**config.mk**
```make
export PLATFORM = sky130hd
export DESIGN_NAME = buzzer_tone_generator
export DESIGN_NICKNAME = d
export VERILOG_FILES = /design/src/rtl/buzzer_tone_generator.sv
export SDC_FILE = /design/constraint.sdc
export NUM_CORES = 1
export LEC_CHECK = 0
export BUFFER_PORTS_ARGS = -buffer_cell sky130_fd_sc_hd__buf_2
export CAP_MARGIN = 0
export CORE_MARGIN = 2
export CORE_UTILIZATION = 30
export CTS_CLUSTER_DIAMETER = 50
export DETAILED_ROUTE_END_ITERATION = 6
export GPL_TIMING_DRIVEN = 1
export MAX_ROUTING_LAYER = met4
export PLACE_DENSITY = 0.47
export REMOVE_ABC_BUFFERS = 1
export SKIP_CTS_REPAIR_TIMING = 1
export SLEW_MARGIN = 30
export SYNTH_ARGS = -nofsm -noshare
export SYNTH_HDL_FRONTEND = slang
export SYNTH_SLANG_ARGS = --single-unit
```
**constraint.sdc**
```tcl
create_clock -name clk -period 2.2 [get_ports clk]
set_clock_uncertainty 0.2 [all_clocks]
set_input_delay 0.33 -clock clk [delete_from_list [all_inputs] [get_ports clk]]
set_output_delay 0.33 -clock clk [all_outputs]
set_load 0.01 [all_outputs]
```
**src/rtl/buzzer_tone_generator.sv**
```systemverilog
// Square-wave buzzer driver. A tone request gates a fixed-frequency output,
// held for a minimum on-time and always ended after a complete high level.
module buzzer_tone_generator #(
  parameter int CLK_FREQ_HZ   = 50_000_000,
  parameter int TONE_HZ       = 2_000,
  parameter int MIN_ON_CYCLES = 50_000
) (
  input  logic clk,
  input  logic rst,
  input  logic ctrl_en,
  input  logic ctrl_buzz,
  output logic buzzer_out,
  output logic active
);

  localparam int HALF_RAW    = CLK_FREQ_HZ / (2 * TONE_HZ);
  localparam int HALF_PERIOD = (HALF_RAW < 1) ? 1 : HALF_RAW;
  localparam int PH_W        = (HALF_PERIOD > 1) ? $clog2(HALF_PERIOD) : 1;
  localparam int ON_W        = (MIN_ON_CYCLES > 0) ? $clog2(MIN_ON_CYCLES + 1) : 1;
  localparam logic [PH_W-1:0] PH_LAST = PH_W'(HALF_PERIOD - 1);
  localparam logic [ON_W-1:0] ON_MAX  = ON_W'(MIN_ON_CYCLES);

  typedef enum logic [1:0] {IDLE, TONE, FINISH} state_t;

  state_t          state, state_next;
  logic [PH_W-1:0] phase_cnt, phase_next;
  logic [ON_W-1:0] on_cnt, on_next;
  logic            out_next;
  logic            request, wrap, min_done;

  function automatic logic [ON_W-1:0] sat_inc(input logic [ON_W-1:0] v);
    return (v >= ON_MAX) ? ON_MAX : v + ON_W'(1);
  endfunction

  assign request  = ctrl_en & ctrl_buzz;
  assign wrap     = (phase_cnt == PH_LAST);
  assign min_done = (on_cnt == ON_MAX);

  always_ff @(posedge clk or negedge rst) begin
    if (!rst) begin
      state      <= IDLE;
      phase_cnt  <= '0;
      on_cnt     <= '0;
      buzzer_out <= 1'b0;
      active     <= 1'b0;
    end else begin
      state      <= state_next;
      phase_cnt  <= phase_next;
      on_cnt     <= on_next;
      buzzer_out <= out_next;
      active     <= (state_next != IDLE);
    end
  end

  always_comb begin
    state_next = state;
    case (state)
      IDLE:   if (request) state_next = TONE;
      TONE: begin
        if (!ctrl_en)
          state_next = IDLE;
        // A high level that is about to wrap is already complete, so stop directly.
        else if (!request && min_done)
          state_next = (buzzer_out && !wrap) ? FINISH : IDLE;
      end
      FINISH: begin
        if (!ctrl_en)     state_next = IDLE;
        else if (request) state_next = TONE;
        else if (wrap)    state_next = IDLE;
      end
      default: state_next = IDLE;
    endcase
  end

  always_comb begin
    phase_next = '0;
    on_next    = '0;
    out_next   = 1'b0;
    if (state_next == IDLE) begin
      phase_next = '0;
      on_next    = '0;
      out_next   = 1'b0;
    end else if (state == IDLE) begin
      out_next = 1'b1;
    end else begin
      // Phase runs uninterrupted across TONE/FINISH so re-requests never glitch the period.
      phase_next = wrap ? '0 : phase_cnt + PH_W'(1);
      out_next   = wrap ? ~buzzer_out : buzzer_out;
      if (state == TONE && state_next == TONE)
        on_next = sat_inc(on_cnt);
      else if (state == FINISH && state_next == TONE)
        on_next = '0;
      else
        on_next = on_cnt;
    end
  end

endmodule

```
==> results.cfg, run 1 <==
[setup_path]
r2r-start = on_cnt[12]
cp.buffers_inverters = 1
r2r_end = phase_cnt[10]
path_depth = 6
worstPathMaxFanout = 14
path_delay_family = simple AND/OR/NAND/NOR gates
endpoint_kind = register
reg2reg_depth = 6
crit_required_ns = 2.17
ff2ff_setup_slack_ns = 0.12
max_stage_delay_ns = 0.41
path_cells = nor4_4, nand4b_2, o21a_4, o31ai_4, buf_12, nor2_1
critPathKind = reg2reg
worstSetupStartpointType = register
crit_arrival_ns = 2.06
worstSetupStartpoint = on_cnt[12]
endpoint = phase_cnt[10]
crit_slowest_cell = dfrtp_1

[logic_synthesis]
yosys-top-cells-area = dfrtp_1 45%, nor2_1 5.1%, nand3_1 4.7%
synthAdderAreaFrac_pct = 1.97
synth_cells = 199
yosysMostFrequentCell = dfrtp_1
synth_mux_area_share_pct = 0.525
ys_top_cells_by_count = 34 x dfrtp_1, 26 x nor2_1, 18 x nand2_1, 18 x nand3_1, 10 x xor2_1
yosysWarnings = 0
synth_top_area_share_pct = 44.6
ys_seq_elements = 34
yosys.area_share.simple_pct = 29.4
synth_top_cell_by_area = dfrtp_1
synth_edf_count = 0
synth_top_family_by_area = simple AND/OR/NAND/NOR gates
async_flop_share_pct = 100
ys.flop_type = dfrtp_1
synth_xor_area_share_pct = 5.97
netlist_area_um2 = 1910
ys_types = 48
syn_avg_cell_area_um2 = 9.58
ys_seq_area_share_pct = 44.6
synth-compound-area-share_pct = 14.4

[global_routing]
use_met2_pct = 19.3
met3_usage_pct = 2.97
busiest_layer = met2
grt_pass1_vias = 1377
antenna_found_initial = 0
grtUsageTotal_pct = 12.9
grt_pass1_wl_um = 6910
grt_use_met1_pct = 16.9
gr-total-overflow = 0
grt_start_max_net_pins = 35

[timing]
hold-worst-slack_ns = 0.282
max_freq_mhz = 480
relSlewSlack_pct = 48.4
period_minus_slack_ns = 2.08
worst_pin_slew_ns = 0.775
maxSlewViolCount = 0
tns_ns = 0
rsz0062_at_grt = no
setup_viol = 0
finalHoldViolCount = 0
post-route-period-util_pct = 94.6

[cts]
cts.clk_slew.worst_paths_ns = 0.07
cts.path.max_buffers = 2
tritoncts = done
htree_levels = 2
cts_root_buffer = clkbuf_8
clock_sinks = 34
cts_buffers = 5
clk_latency_ns = 0.29

[pwr]
leakage_nw = 1.02
ir_drop_v = 0.000300
power_w = 0.00117
power.density_nw_per_um2 = 523

[job]
maxCapViolations = 0

[die]
ioPinCount = 6
rows = 29
die_y_um = 83.7
core_area_um2 = 6240
start_util_pct = 30.6
die_w_um = 83.7
design.die.area_um2 = 7010

[detailed_routing]
vias = 1475
ant_nets = 0
drc = 0
drt-vias-per-instance = 4.92
first_pass_iters = 4
routedWlPerCell_um = 13.7
wl_um = 4120
dr.first_iter.drc_count = 54

[final_layout]
fillers = 655
final_nets = 230
drive_above_1_share_pct = 18.8
syn_to_final_growth_pct = 17.1
diodes = 0

[placement]
dp_hpwl_um = 2940
place_congestion = 0.779
io_buffers = 5

[min_path]
hold_start = ctrl_buzz
hold_class = in2reg

[status]
outcome = finished, final reports clean
[worst register-to-register path: stages, from the launching register on]
cell and delay [ns]:
dfrtp_1 0.41, nor4_4 0.39, nand4b_2 0.20, o21a_4 0.27, o31ai_4 0.27, buf_12 0.17, nor2_1 0.05
[registers in the layout, indices dropped and copies added (netlist names)]
name	flops
buzzer_out	1
active	1
on_cnt	16
phase_cnt	14
state	2
[power breakdown]
group / total [W] / switching, W / leakage [nW] / internal (W)
Sequential: 0.000644 / 0.00000874 / 0.469 / 0.000635
Combinational: 0.0000843 / 0.0000520 / 0.510 / 0.0000323
Clock: 0.000439 / 0.000227 / 0.0438 / 0.000212
[metrics by stage]
step           util, %  std cells  setup slack (ns)  area [um2]
2_1_floorplan        -        195            0.0281        1880
3_3_place_gp      34.1        292             0.105        2130
3_5_place_dp      34.1        292            0.0743        2130
4_1_cts           35.4        299            0.0553        2210
5_1_grt           35.8        300           0.00426        2230
6_report          35.8        300             0.118        2230
[layout by cell type (no fill, tap or decap), types with 2 or more instances in the layout]
cell type	count
nor2_1	26
ha_1	3
dfrtp_1	33
clkbuf_8	5
and3_1	9
clkinv_2	2
buf_2	5
nand3_1	18
o211ai_1	3
nand2_1	18
a21oi_1	2
nand4_1	4
nor2b_1	2
buf_4	14
a221o_1	3
inv_1	7
nor3_1	7
o31ai_4	2
o21a_1	3
a211o_1	3
and3b_1	2
xnor2_1	3
nand3b_1	2
o21ai_0	6
xor2_1	10
and2_1	4
[per-layer routing]
layer	share of wire (%)	vias up
li1	-	763
met3	2.3	5
met5	0	-
met1	50	696
met2	46	11
met4	1.3	0
[kinds of logic after synthesis]
family | after synthesis
fa+ha+maj | 3
xor+xnor | 13
buf+inv | 12
compound gates | 32
flops | 34
mux | 1
simple gates | 104
[how the worst min path moves through the flow]
stage,to,slack [ns],cells after the start
finish,state[0],0.28,4
global placement,phase_cnt[12],0.26,1
global route,state[0],0.29,4
floorplan,active,-0.17,0
detailed placement,phase_cnt[12],0.26,1
CTS,phase_cnt[12],-0.06,1
[cell type report]
class	count	area [um2]	share of cell area, %
tap	77	96.3	4.32
sequential	34	852	38.2
multi-input combinational	153	1010	45.2
clock inverter	2	10.0	0.448
inverter	8	35.0	1.57
timing repair buffer	21	160	7.17
clock buffer	5	68.8	3.08
No activity file was read; power rests on OpenSTA's default activity.
==> inputs of run 2 (changes only) <==
--- a/config.mk
+++ b/config.mk
@@ -8,12 +8,12 @@
 export BUFFER_PORTS_ARGS = -buffer_cell sky130_fd_sc_hd__buf_2
 export CAP_MARGIN = 0
 export CORE_MARGIN = 2
-export CORE_UTILIZATION = 30
+export CORE_UTILIZATION = 52
 export CTS_CLUSTER_DIAMETER = 50
 export DETAILED_ROUTE_END_ITERATION = 6
 export GPL_TIMING_DRIVEN = 1
 export MAX_ROUTING_LAYER = met4
-export PLACE_DENSITY = 0.47
+export PLACE_DENSITY = 0.72
 export REMOVE_ABC_BUFFERS = 1
 export SKIP_CTS_REPAIR_TIMING = 1
 export SLEW_MARGIN = 30
==> results.cfg, run 2 (synthesized netlist as in run 1, its figures left out) <==
[status]
outcome = finished, final reports clean

[detailed_routing]
routed-wl-met2_um = 2020
wl_um = 3970
routedWlPerCell_um = 14.7
drc = 0
vias = 1576
dr.first_iter.drc_count = 92
wl_met3_um = 144
drt-met1-wl_um = 1750
drt-vias-per-instance = 5.84
highest_layer = met4
first_pass_iters = 5
ant_nets = 0

[final_layout]
reg_top3 = on_cnt (16), phase_cnt (14), state (2)
fillers = 292
syn_to_final_growth_pct = 13.3
final_common_cell = dfrtp_1
drive_above_1_share_pct = 19.2
top_register = on_cnt
largest_reg_flops = 16
layout_common_cells = 33 x dfrtp_1, 26 x nor2_1, 18 x nand3_1, 18 x nand2_1, 15 x buf_4
final_nets = 231
diodes = 0

[die]
rows = 21
core_area_um2 = 3420
die_w_um = 64.6
ioPinCount = 6
design.die.area_um2 = 4170
die_y_um = 64.6
start_util_pct = 55.8

[timing]
finalHoldViolCount = 0
hold-worst-slack_ns = 0.238
post-route-period-util_pct = 95.0
worst_pin_slew_ns = 0.744
relSlewSlack_pct = 50.4
setup_viol = 0
max_freq_mhz = 478
maxSlewViolCount = 0
rsz0062_at_grt = no
fin_ws_ns = 0.109
period_minus_slack_ns = 2.09
tns_ns = 0

[setup_path]
crit_arrival_ns = 2.12
crit_required_ns = 2.22
endpoint_kind = register
reg2reg_depth = 6
worstPathMaxFanout = 3
r2r_end = on_cnt[10]
ff2ff_setup_slack_ns = 0.11
r2r-start = on_cnt[1]
critPathKind = reg2reg
worstSetupStartpointType = register

[global_routing]
antenna_found_initial = 0
grt_start_max_net_pins = 35
grtUsageTotal_pct = 22.3
grt_pass1_vias = 1493
gr-total-overflow = 0
grt_pass1_wl_um = 6880

[placement]
dp_hpwl_um = 2900
dpl_worst_slack_ns = 0.0433
place_congestion = 0.869
io_buffers = 5

[cts]
cts.path.max_buffers = 2
cts_root_buffer = clkbuf_4
clock_sinks = 34
cts.clk_slew.worst_paths_ns = 0.10
htree_levels = 2
clk_latency_ns = 0.34
tritoncts = done
cts_buffers = 5

[pwr]
leakage_nw = 1.01
power.density_nw_per_um2 = 488
ir_drop_v = 0.000386

[min_path]
hold_class = in2reg
hold_start = ctrl_buzz
min_path_cells = 4
hold_end = state[0]

[job]
maxCapViolations = 0
-- run 2: changes by cell type in the layout (fill, tap and decap cells not counted), sizes merged --
cell,before,now
buf,20,21
-- run 2: area by class of cell --
class / count / area, um2 / share of cell area (%)
clock buffer: 5 / 37.5 / 1.74
tap: 46 / 57.6 / 2.67
timing repair buffer: 22 / 168 / 7.76
inverter: 8 / 35.0 / 1.62
multi-input combinational: 153 / 1000 / 46.3
sequential: 34 / 852 / 39.5
clock inverter: 2 / 10.0 / 0.463
-- run 2: metrics by stage --
step	area (um2)	total power (W)	util [%]	cells
6_report	2160	0.00105	63.2	270
5_1_grt	2160	0.00110	63.2	270
4_1_cts	2110	0.00106	61.9	265
3_5_place_dp	2070	0.000735	60.5	258
3_3_place_gp	2070	0.000733	60.5	258
2_1_floorplan	1880	0.000695	-	195
-- run 2: worst max-delay path by stage --
stage               start            end  slack, ns  cells after the start
2_1_floorplan  on_cnt[13]  phase_cnt[10]       0.03                      5
3_3_place_gp   on_cnt[13]   phase_cnt[5]       0.11                      6
3_5_place_dp   on_cnt[13]  phase_cnt[10]       0.04                      6
4_1_cts        on_cnt[13]  phase_cnt[10]       0.03                      6
5_1_grt         on_cnt[1]     on_cnt[10]      0.006                      6
6_report        on_cnt[1]     on_cnt[10]       0.11                      6
-- run 2: per-layer routing --
metal	GRT usage [%]	up-vias
li1	-	764
met1	26.8	761
met2	37.0	43
met3	5.21	8
met4	7.71	0
met5	-	-
-- run 2: where the power goes --
group	leakage [nW]	switching (W)	internal, W
Clock	0.0308	0.000213	0.000115
Combinational	0.508	0.0000522	0.0000325
Sequential	0.469	0.00000754	0.000634
Total	1.01	0.000273	0.000782
-- run 2: critical path: stages (launching register included) --
cell and delay (ns):
dfrtp_1 0.42, ha_2 0.21, nand3_1 0.10, or3_1 0.40
or2_0 0.23, and3_1 0.18, a221o_1 0.25
==> inputs of run 3 (changes only) <==
--- a/config.mk
+++ b/config.mk
@@ -7,7 +7,8 @@
 export LEC_CHECK = 0
 export BUFFER_PORTS_ARGS = -buffer_cell sky130_fd_sc_hd__buf_2
 export CAP_MARGIN = 0
-export CORE_MARGIN = 2
+export CORE_ASPECT_RATIO = 1.4
+export CORE_MARGIN = 4
 export CORE_UTILIZATION = 52
 export CTS_CLUSTER_DIAMETER = 50
 export DETAILED_ROUTE_END_ITERATION = 6
==> results.cfg, run 3 (synthesized netlist as in run 1, its figures left out) <==
[final_layout]
drive_above_1_share_pct = 18.5
syn_to_final_growth_pct = 13.7
largest_reg_flops = 16
layout_common_cells = 33 x dfrtp_1, 26 x nor2_1, 18 x nand3_1, 18 x nand2_1, 13 x buf_4
fin_util_pct = 63.0
final_nets = 229
reg_top3 = on_cnt (16), phase_cnt (14), state (2)
top_register = on_cnt
final_cells = 262
postLayoutCellArea_um2 = 2170
diodes = 0
final_common_cell = dfrtp_1

[cts]
cts_root_buffer = clkbuf_8
tritoncts = done
cts.path.max_buffers = 2
clk_latency_ns = 0.29
cts_buffers = 5
clock_sinks = 34
htree_levels = 2
cts.clk_slew.worst_paths_ns = 0.06

[timing]
rsz0062_at_grt = no
worst_pin_slew_ns = 0.737
relSlewSlack_pct = 50.9
setup_viol = 0
tns_ns = 0
period_minus_slack_ns = 2.08
max_freq_mhz = 481
maxSlewViolCount = 0
finalHoldViolCount = 0
post-route-period-util_pct = 94.4

[global_routing]
grt_start_max_net_pins = 35
grt_pass1_vias = 1574
grt_pass1_wl_um = 7000
gr-total-overflow = 0
use_met2_pct = 34.1
busiest_layer = met2
grtUsageTotal_pct = 20.1
met3_usage_pct = 4.53
antenna_found_initial = 0
grt_use_met1_pct = 21.2

[die]
die_w_um = 59.2
die_y_um = 79.7
start_util_pct = 55.4
core_area_um2 = 3440
rows = 25
design.die.area_um2 = 4710
ioPinCount = 6

[pwr]
swShare_pct = 23.9
power.density_nw_per_um2 = 533
leakage_nw = 1.01
internal_power_w = 0.000879
power_frac_seq_pct = 55.6
clkPwrFrac_pct = 37.0
ir_drop_v = 0.000445
power.switching_w = 0.000276
p_comb_share_pct = 7.4

[detailed_routing]
dr.first_iter.drc_count = 67
drt-vias-per-instance = 5.91
ant_nets = 0
first_pass_iters = 4
drc = 0
vias = 1548
routedWlPerCell_um = 15.4
wl_um = 4020

[placement]
dp_hpwl_um = 2930
placed_cells = 253
place_congestion = 0.937
post_dp_cell_area_um2 = 2070
io_buffers = 5

[setup_path]
crit_slowest_cell = or3_1
worstSetupStartpointType = register
critPathKind = reg2reg
worstPathMaxFanout = 3
crit_arrival_ns = 2.04
max_stage_delay_ns = 0.41
reg2reg_depth = 6
path_cells = ha_2, nand3_1, or3_1, or2_0, and3_1, a221o_1
ff2ff_setup_slack_ns = 0.12
crit_required_ns = 2.17
endpoint_kind = register

[min_path]
min_path_cells = 1
hold_class = reg2reg

[status]
outcome = finished, final reports clean

[job]
maxCapViolations = 0
## run 3: changes by cell type in the layout (fill, tap and decap cells not counted), sizes merged
cell  previous run  this run
buf             21        19
## run 3: cell type report
cell class / instances / area [um2]
inverter: 8 / 35.0
sequential: 34 / 852
clock inverter: 2 / 10.0
clock buffer: 5 / 68.8
timing repair buffer: 20 / 153
fill: 273 / 1270
multi-input combinational: 153 / 1000
tap: 40 / 50.0
## run 3: stage by stage
| stage | power (W) | setup slack, ns | hold slack (ns) |
|---|---|---|---|
| after floorplan | 0.000695 | 0.0281 | -0.166 |
| after global placement | 0.000733 | 0.117 | 0.222 |
| after detailed placement | 0.000738 | 0.0971 | 0.242 |
| after CTS | 0.00117 | 0.0769 | -0.0733 |
| after global routing | 0.00121 | 0.0209 | 0.330 |
| final | 0.00116 | 0.123 | 0.313 |
## run 3: final timing paths
path | startpoint | endpoint
max | on_cnt[1] | on_cnt[10]
min | phase_cnt[0] | phase_cnt[0]
max reg2reg | on_cnt[1] | on_cnt[10]
min reg2reg | phase_cnt[0] | phase_cnt[0]
max in group asynchronous | rst | on_cnt[6]
min in group asynchronous | rst | phase_cnt[10]
## run 3: power by group through the flow
stage	Clock [W]	Combinational (W)	Sequential, W
final	0.000427	0.0000854	0.000643
after global routing	0.000476	0.0000948	0.000643
after CTS	0.000439	0.0000844	0.000643
after detailed placement	0	0.0000842	0.000654
after global placement	0	0.0000796	0.000654
after floorplan	0	0.0000392	0.000656
## run 3: worst max-delay path, delay by kind of cell (launching register included)
kind / cells / cell delay [ns]
DFF: 1 / 0.37
AOI/OAI and AO/OA: 1 / 0.26
and+or+nand+nor: 4 / 0.93
adders and majority gates: 1 / 0.20
## run 3: per-layer routing
| metal | wire length, um | vias to the layer above | part of all wire (%) |
|---|---|---|---|
| li1 | - | 761 | - |
| met1 | 1570 | 747 | 39 |
| met2 | 2240 | 31 | 56 |
| met3 | 125 | 9 | 3.1 |
| met4 | 87 | 0 | 2.2 |
| met5 | 0 | - | 0 |
